`config.mk`:
```
export PLATFORM = sky130hd
export DESIGN_NAME = mult32x32_issuer
export DESIGN_NICKNAME = d
export VERILOG_FILES = /design/src/rtl/mult_issuer_pkg.sv /design/src/rtl/mult_issuer_timer.sv /design/src/rtl/mult32x32_issuer.sv
export SDC_FILE = /design/constraint.sdc
export NUM_CORES = 1
export LEC_CHECK = 0
export ABC_AREA = 1
export CORE_MARGIN = 5
export CORE_UTILIZATION = 30
export CTS_CLUSTER_DIAMETER = 60
export DETAILED_ROUTE_END_ITERATION = 7
export PLACE_DENSITY = 0.72
export REMOVE_ABC_BUFFERS = 1
export SLEW_MARGIN = 40
export SYNTH_ARGS = -nofsm -noshare
export SYNTH_HDL_FRONTEND = slang
export SYNTH_SLANG_ARGS = --single-unit
```
`constraint.sdc`:
```
create_clock -name clk -period 1.6 [get_ports clk]
set_input_delay 0.32 -clock clk [delete_from_list [all_inputs] [get_ports clk]]
set_output_delay 0.32 -clock clk [all_outputs]
set_load 0.01 [all_outputs]
```
`src/rtl/mult_issuer_pkg.sv`:
```
// Shared types and constants for the mult32x32 request-side issuer.
package mult_issuer_pkg;

  localparam int unsigned OP_W               = 32;
  localparam int unsigned PROD_W             = 64;
  localparam int unsigned DEF_TIMEOUT_CYCLES = 64;

  typedef enum logic [2:0] {
    IDLE,
    ISSUE,
    WAIT_ACK,
    WAIT_DONE,
    RESP
  } issuer_state_t;

endpackage

```
`src/rtl/mult_issuer_timer.sv`:
```
// Clearable wait counter; tc flags LIMIT-1 cycles spent while enabled.
module mult_issuer_timer
  import mult_issuer_pkg::*;
#(
  parameter int unsigned LIMIT = DEF_TIMEOUT_CYCLES
) (
  input  logic clk,
  input  logic reset,
  input  logic clr,
  input  logic en,
  output logic tc
);

  localparam int unsigned W = (LIMIT > 2) ? $clog2(LIMIT) : 1;

  logic [W-1:0] count_q, count_d;

  assign tc = en && (count_q == W'(LIMIT - 1));

  // Next count: clear wins, otherwise count up while enabled and saturate at tc.
  always_comb begin
    count_d = count_q;
    if (clr) begin
      count_d = '0;
    end else if (en && !tc) begin
      count_d = count_q + 1'b1;
    end
  end

  // Counter register.
  always_ff @(posedge clk or negedge reset) begin
    if (!reset) begin
      count_q <= '0;
    end else begin
      count_q <= count_d;
    end
  end

endmodule

```
`src/rtl/mult32x32_issuer.sv`:
```
// Request-side controller for mult32x32: one job at a time, valid/ready on
// both sides. Define MULT_ISSUER_TIMEOUT_EN to compile in the wait-state
// timeout (sticky err, job dropped); otherwise err stays 0.
module mult32x32_issuer
  import mult_issuer_pkg::*;
#(
  parameter int unsigned TIMEOUT_CYCLES = DEF_TIMEOUT_CYCLES,
  parameter int unsigned CNT_W          = 16
) (
  input  logic              clk,
  input  logic              reset,
  input  logic              req_valid,
  output logic              req_ready,
  input  logic [OP_W-1:0]   req_a,
  input  logic [OP_W-1:0]   req_b,
  output logic              mult_start,
  output logic [OP_W-1:0]   mult_a,
  output logic [OP_W-1:0]   mult_b,
  input  logic              mult_busy,
  input  logic [PROD_W-1:0] mult_product,
  output logic              rsp_valid,
  input  logic              rsp_ready,
  output logic [PROD_W-1:0] rsp_product,
  output logic [CNT_W-1:0]  job_count,
  output logic              err
);

  if (TIMEOUT_CYCLES < 2) begin : g_bad_timeout
    $error("TIMEOUT_CYCLES must be at least 2");
  end

  issuer_state_t     state_q, state_d;
  logic [OP_W-1:0]   op_a_q, op_a_d, op_b_q, op_b_d;
  logic [PROD_W-1:0] rsp_product_q, rsp_product_d;
  logic [CNT_W-1:0]  job_count_q, job_count_d;
  logic              req_ready_q, req_ready_d;
  logic              mult_start_q, mult_start_d;
  logic              rsp_valid_q, rsp_valid_d;
  logic              err_q, err_d;
  logic              timeout;

`ifdef MULT_ISSUER_TIMEOUT_EN
  logic in_wait;
  assign in_wait = (state_q == WAIT_ACK) || (state_q == WAIT_DONE);

  mult_issuer_timer #(
    .LIMIT (TIMEOUT_CYCLES)
  ) u_timer (
    .clk   (clk),
    .reset (reset),
    .clr   (state_d != state_q),
    .en    (in_wait),
    .tc    (timeout)
  );
`else
  assign timeout = 1'b0;
`endif

  // Next-state and registered-output decode; outputs are computed for the
  // state being entered so they line up with state_q after the edge.
  always_comb begin
    state_d       = state_q;
    op_a_d        = op_a_q;
    op_b_d        = op_b_q;
    rsp_product_d = rsp_product_q;
    job_count_d   = job_count_q;
    err_d         = err_q;
    unique case (state_q)
      IDLE: begin
        if (req_valid) begin
          op_a_d  = req_a;
          op_b_d  = req_b;
          state_d = ISSUE;
        end
      end
      ISSUE: state_d = WAIT_ACK;
      WAIT_ACK: begin
        if (mult_busy) begin
          state_d = WAIT_DONE;
        end else if (timeout) begin
          err_d   = 1'b1;
          state_d = IDLE;
        end
      end
      WAIT_DONE: begin
        if (!mult_busy) begin
          rsp_product_d = mult_product;
          job_count_d   = job_count_q + 1'b1;
          state_d       = RESP;
        end else if (timeout) begin
          err_d   = 1'b1;
          state_d = IDLE;
        end
      end
      RESP: begin
        if (rsp_ready) begin
          state_d = IDLE;
        end
      end
      default: state_d = IDLE;
    endcase
    req_ready_d  = (state_d == IDLE);
    mult_start_d = (state_d == ISSUE);
    rsp_valid_d  = (state_d == RESP);
  end

  // State and output registers.
  always_ff @(posedge clk or negedge reset) begin
    if (!reset) begin
      state_q       <= IDLE;
      op_a_q        <= '0;
      op_b_q        <= '0;
      rsp_product_q <= '0;
      job_count_q   <= '0;
      req_ready_q   <= 1'b1;
      mult_start_q  <= 1'b0;
      rsp_valid_q   <= 1'b0;
      err_q         <= 1'b0;
    end else begin
      state_q       <= state_d;
      op_a_q        <= op_a_d;
      op_b_q        <= op_b_d;
      rsp_product_q <= rsp_product_d;
      job_count_q   <= job_count_d;
      req_ready_q   <= req_ready_d;
      mult_start_q  <= mult_start_d;
      rsp_valid_q   <= rsp_valid_d;
      err_q         <= err_d;
    end
  end

  assign req_ready   = req_ready_q;
  assign mult_start  = mult_start_q;
  assign mult_a      = op_a_q;
  assign mult_b      = op_b_q;
  assign rsp_valid   = rsp_valid_q;
  assign rsp_product = rsp_product_q;
  assign job_count   = job_count_q;
  assign err         = err_q;

endmodule

```
==> After elaboration in Yosys (flattened, before gate mapping) <==
Index checks and enable logic that the tools add are counted.
{ "word_totals": {"ff_bits": 150, "in_bits": 133, "out_inout_bits": 148, "elab_cells": 25} }
{ "classes": {"add_sub_neg": 1, "n_eq_ne": 6, "mux": 5, "bitwise": 1, "n_reduce_logical": 4} }
{ "op_table": {"columns": ["operator", "count"], "rows": [
  ["16-bit by 1-bit adder with 16-bit output, second input constant", 1],
  ["3-bit one-hot mux with 5 select lines", 1],
  ["3-bit two-way mux", 4],
  ["3-bit by 1-bit == test with 1-bit output, second input constant", 2],
  ["3-bit by 2-bit == test with 1-bit output, second input constant", 2],
  ["3-bit == test, second input constant", 2],
  ["3-bit zero test", 2],
  ["2-bit AND reduction", 2],
  ["1-bit inverter", 1]
]} }

==> Logic depth before layout (Yosys ltp) <==
{ "depth": {"word_depth": 3, "depth_mapped": 9, "mapped_depth_nobuf": 9} }

==> Least setup slack after synthesis <==
No wires, ideal clock.
{ "synth_path": {"kind": "reg-to-reg", "start": "register job_count_q[0], in the netlist job_count[0]", "end": "register job_count_q[10], in the netlist job_count[10]", "setup_ns": 0.127, "arrival_time_ns": 1.150, "required_ns": 1.473, "setup_slack_ns": 0.322, "stages_incl_launch_ff": 8, "n_path_buf": 0, "synth_period_minus_slack_ns": 1.278, "path_cell_list": "dfrtp_1 -> ha_1 -> nand3_1 -> inv_1 -> nand2_1 -> nor2_1 -> nand2_1 -> xnor2_1"} }
{ "synth_between": {"elab_chain_cells": 1} }
{ "synth_lines": {"columns": ["item", "line_no", "text"], "rows": [
  ["start: declaration", "mult32x32_issuer.sv:35", "logic [CNT_W-1:0] job_count_q, job_count_d;"],
  ["start signal: assignment", "mult32x32_issuer.sv:124", "job_count_q <= job_count_d;"],
  ["16-bit by 1-bit adder with 16-bit output", "mult32x32_issuer.sv:88", "job_count_d = job_count_q + 1'b1;"]
]} }
Every way passes these cells.
A chain may end at the register's enable or synchronous reset.

==> Worst setup path after layout <==
{ "layout_path": {"start": "register req_ready_q, in the netlist req_ready", "end": "output port req_ready"} }
{ "layout_lines": {"columns": ["item", "line_no", "text"], "rows": [
  ["start: declaration", "mult32x32_issuer.sv:36", "logic req_ready_q, req_ready_d;"],
  ["start signal: assignment", "mult32x32_issuer.sv:125", "req_ready_q <= req_ready_d;"],
  ["end: declaration", "mult32x32_issuer.sv:13", "output logic req_ready,"]
]} }
No word-level cell between the ends.

==> flow_metrics.env <==
export IMPL_hold_ws_ns=0.421
export IMPL_portBuffers=279
export IMPL_grt_pass1_wl_um=28600
export IMPL_end_kind="primary output"
export IMPL_hold_path_class="input pin to asynchronous set/reset pin"
export IMPL_die_width_um=150
export IMPL_drtIter0Drc=205
export IMPL_core_sq_mm=0.0193
export IMPL_grt_overflow=0
export IMPL_gr_usage_all_layers_pct=16.3
export IMPL_syn_cell_area_sq_mm=0.00585
export IMPL_crit_chain="dlygate4sd2_1"
export IMPL_cts_buffers=17
export IMPL_hpwl_um=13500
export IMPL_nets=1104
export IMPL_setup_violations=0
export IMPL_synth_edff_count=0
export IMPL_cts_sinks=150
export IMPL_syn2layout_area_growth_pct=65.1
export IMPL_critPathRequiredTime_ns=1.28
export IMPL_gp_congestion=0.802
export IMPL_status="completed"
export IMPL_vias=5196
export IMPL_period_needed_ns=1.51
export IMPL_period_share_pct=94.2
export IMPL_ys_types=21
export IMPL_p_per_area_mw_per_mm2=1720
export IMPL_clk_insertion_delay_late_ns=0.41
export IMPL_post_route_cell_area_sq_mm=0.00965
export IMPL_routedWlPerCell_um=14.5
export IMPL_synth_most_common_cell="nand2_1"
export IMPL_cp_max_fo=1
export IMPL_ioPinCount=281
export IMPL_routed_wl_um=18100
export IMPL_r2r_slack_ns=0.23
export IMPL_synth_seq_cells=150
export IMPL_hold_viol=0
export IMPL_timing_fmax_mhz=663
export IMPL_rsz0062_at_grt="false"
export IMPL_grt_use_met3_pct=4.63
export IMPL_num_rows=51
export IMPL_placed_area_sq_mm=0.00918
export IMPL_clock_skew_final_ns=0.00838
export IMPL_synthDominantCellAreaShare_pct=63.8
export IMPL_drc_errors=0
export IMPL_synth_area_leader_cell="dfrtp_1"
export IMPL_r2r_cells=9
export IMPL_setup_slack_ns=0.0924
export IMPL_cts_max_path_buffers=2
export IMPL_grtUsageMet2_pct=28.0
export IMPL_grt_max_degree=47
export IMPL_antenna_found_initial=0
export IMPL_synthTopCellsByCount="424 x nand2_1, 149 x dfrtp_1, 21 x nor2_1, 20 x buf_2, 14 x inv_1"
export IMPL_grt_busiest_layer="met2"
export IMPL_postRouteAntennaNets=0
export IMPL_path_class="flop to primary output"
export IMPL_synth_area_leaders="dfrtp_1 64%, nand2_1 27%, buf_2 1.7%"
export IMPL_clk_pin_slew_ns=0.06
export IMPL_root_buffer="clkbuf_16"
export IMPL_cpMaxStageDelayCell="dfstp_2"
export IMPL_dieArea_sq_mm=0.0224
export IMPL_slew_viol_final=0
export IMPL_ys_warn_count=0
export IMPL_diodes=0
export IMPL_via_per_inst=4.16
export IMPL_cp_num_cells=1
export IMPL_synthCells=669
export IMPL_slowest_delay_ns=0.51
export IMPL_arrival_ns=1.19
export IMPL_cpLargestDelayFamily="flip-flops"
export IMPL_syn_avg_cell_area_sq_um=8.74
export IMPL_dp_slack_ns=-0.0903
export IMPL_crit_path_start_kind="flop"
export IMPL_dr_pass1_iters=4
export IMPL_max_cap_violations=0
export IMPL_htree_levels=4
export IMPL_drive_gt1_share_pct=7.12
export IMPL_die_h_um=150
export IMPL_met1_usage_pct=19.6
export IMPL_peakVddDrop_uv=722
export IMPL_tns_ns=0
export IMPL_initial_core_util_pct=30.2
export IMPL_synth_seq_area_share_pct=64.2
export IMPL_cts_tree="yes"
export IMPL_synthArstFlopShare_pct=100
export IMPL_ys_flop_type="dfrtp_1"
export IMPL_power_leakage_uw=0.00519
export IMPL_grt_pass1_vias=5442
export IMPL_path_buf_inv=1
==> final timing paths <==
check | start | end
min reg2reg | rsp_product[22] | rsp_product[22]
min in group clk | mult_product[48] | rsp_product[48]
max in group asynchronous | reset | mult_a[21]
max | req_ready | req_ready
max reg2reg | job_count[0] | job_count[14]
min | reset | mult_a[14]
==> power by group <==
| part | internal (uW) | leakage (uW) | switching (uW) | total, uW |
|---|---|---|---|---|
| combinational | 2920 | 0.00299 | 3370 | 6290 |
| sequential | 5400 | 0.00190 | 816 | 6220 |
| clock | 2540 | 0.000300 | 1600 | 4130 |
==> logic make-up (layout without fill, tap and decap cells) <==
group | after synthesis | after routing | synth area share, %
AO/OA/AOI/OAI | 2 | 2 | 0.214
XOR/XNOR | 10 | 10 | 1.50
adder cells (fa/ha/maj) | 1 | 1 | 0.214
buffers and inverters | 44 | 358 | 3.51
flip-flops | 150 | 150 | 64.2
other | 1 | 1 | 0.0641
AND/OR/NAND/NOR | 461 | 461 | 30.3
==> sequential cells by signal, indices dropped and copies added, names as in the netlist <==
name,flops
mult_b,32
rsp_valid,1
rsp_product,64
mult_start,1
job_count,16
mult_a,32
req_ready,1
state_q,3
==> per-stage QoR <==
step | instances | util [%] | power [uW]
3_5_place_dp | 1210 | 47.5 | 13800
4_1_cts | 1248 | 49.9 | 16900
2_1_floorplan | 639 | - | 9020
3_3_place_gp | 1210 | 47.5 | 13600
6_report | 1248 | 49.9 | 16600
5_1_grt | 1248 | 49.9 | 17800
==> metal layers <==
metal | routed length (um) | vias up
li1 | - | 2617
met1 | 7330 | 2386
met2 | 9250 | 163
met3 | 1130 | 30
met4 | 425 | 0
met5 | 0 | -
==> cells in the final DEF (no fill, tap or decap), types with 2 or more instances in the layout <==
| master | instances |
|---|---|
| xnor2_1 | 9 |
| buf_12 | 12 |
| nor3_1 | 3 |
| dfrtp_1 | 149 |
| clkbuf_8 | 2 |
| dlygate4sd2_1 | 147 |
| inv_1 | 13 |
| buf_4 | 20 |
| nor2_1 | 21 |
| inv_6 | 2 |
| clkdlybuf4s50_1 | 131 |
| nand2_1 | 423 |
| nand4_1 | 3 |
| nand3_1 | 5 |
| bufinv_16 | 3 |
| clkbuf_16 | 17 |
| nand2_2 | 2 |
| clkinv_2 | 5 |
| nand3b_1 | 2 |
==> cell type report <==
| class | instances | area, sq um |
|---|---|---|
| Clock buffer | 20 | 457 |
| Clock inverter | 12 | 149 |
| Fill cell | 1829 | 9680 |
| Inverter | 14 | 52.6 |
| Multi-Input combinational cell | 475 | 1900 |
| Sequential cell | 150 | 3750 |
| Tap cell | 265 | 332 |
| Timing Repair Buffer | 312 | 3010 |
==> worst reg2reg max path, delay by kind of cell, from the launching register on <==
kind	cells	cell delay, ns
simple gates	7	0.60
flops	1	0.40
fa+ha+maj	1	0.19
buf+inv	1	0.14
==> what timing repair did <==
action / in CTS / in global routing
endpoints found under the setup margin: 147 / 0
resized for setup: 147 / 0
endpoints found under the hold margin: 33 / 0
setup buffers: 5 / 0
hold buffers: 1 / 0
Power figures use the tool's default switching activity.
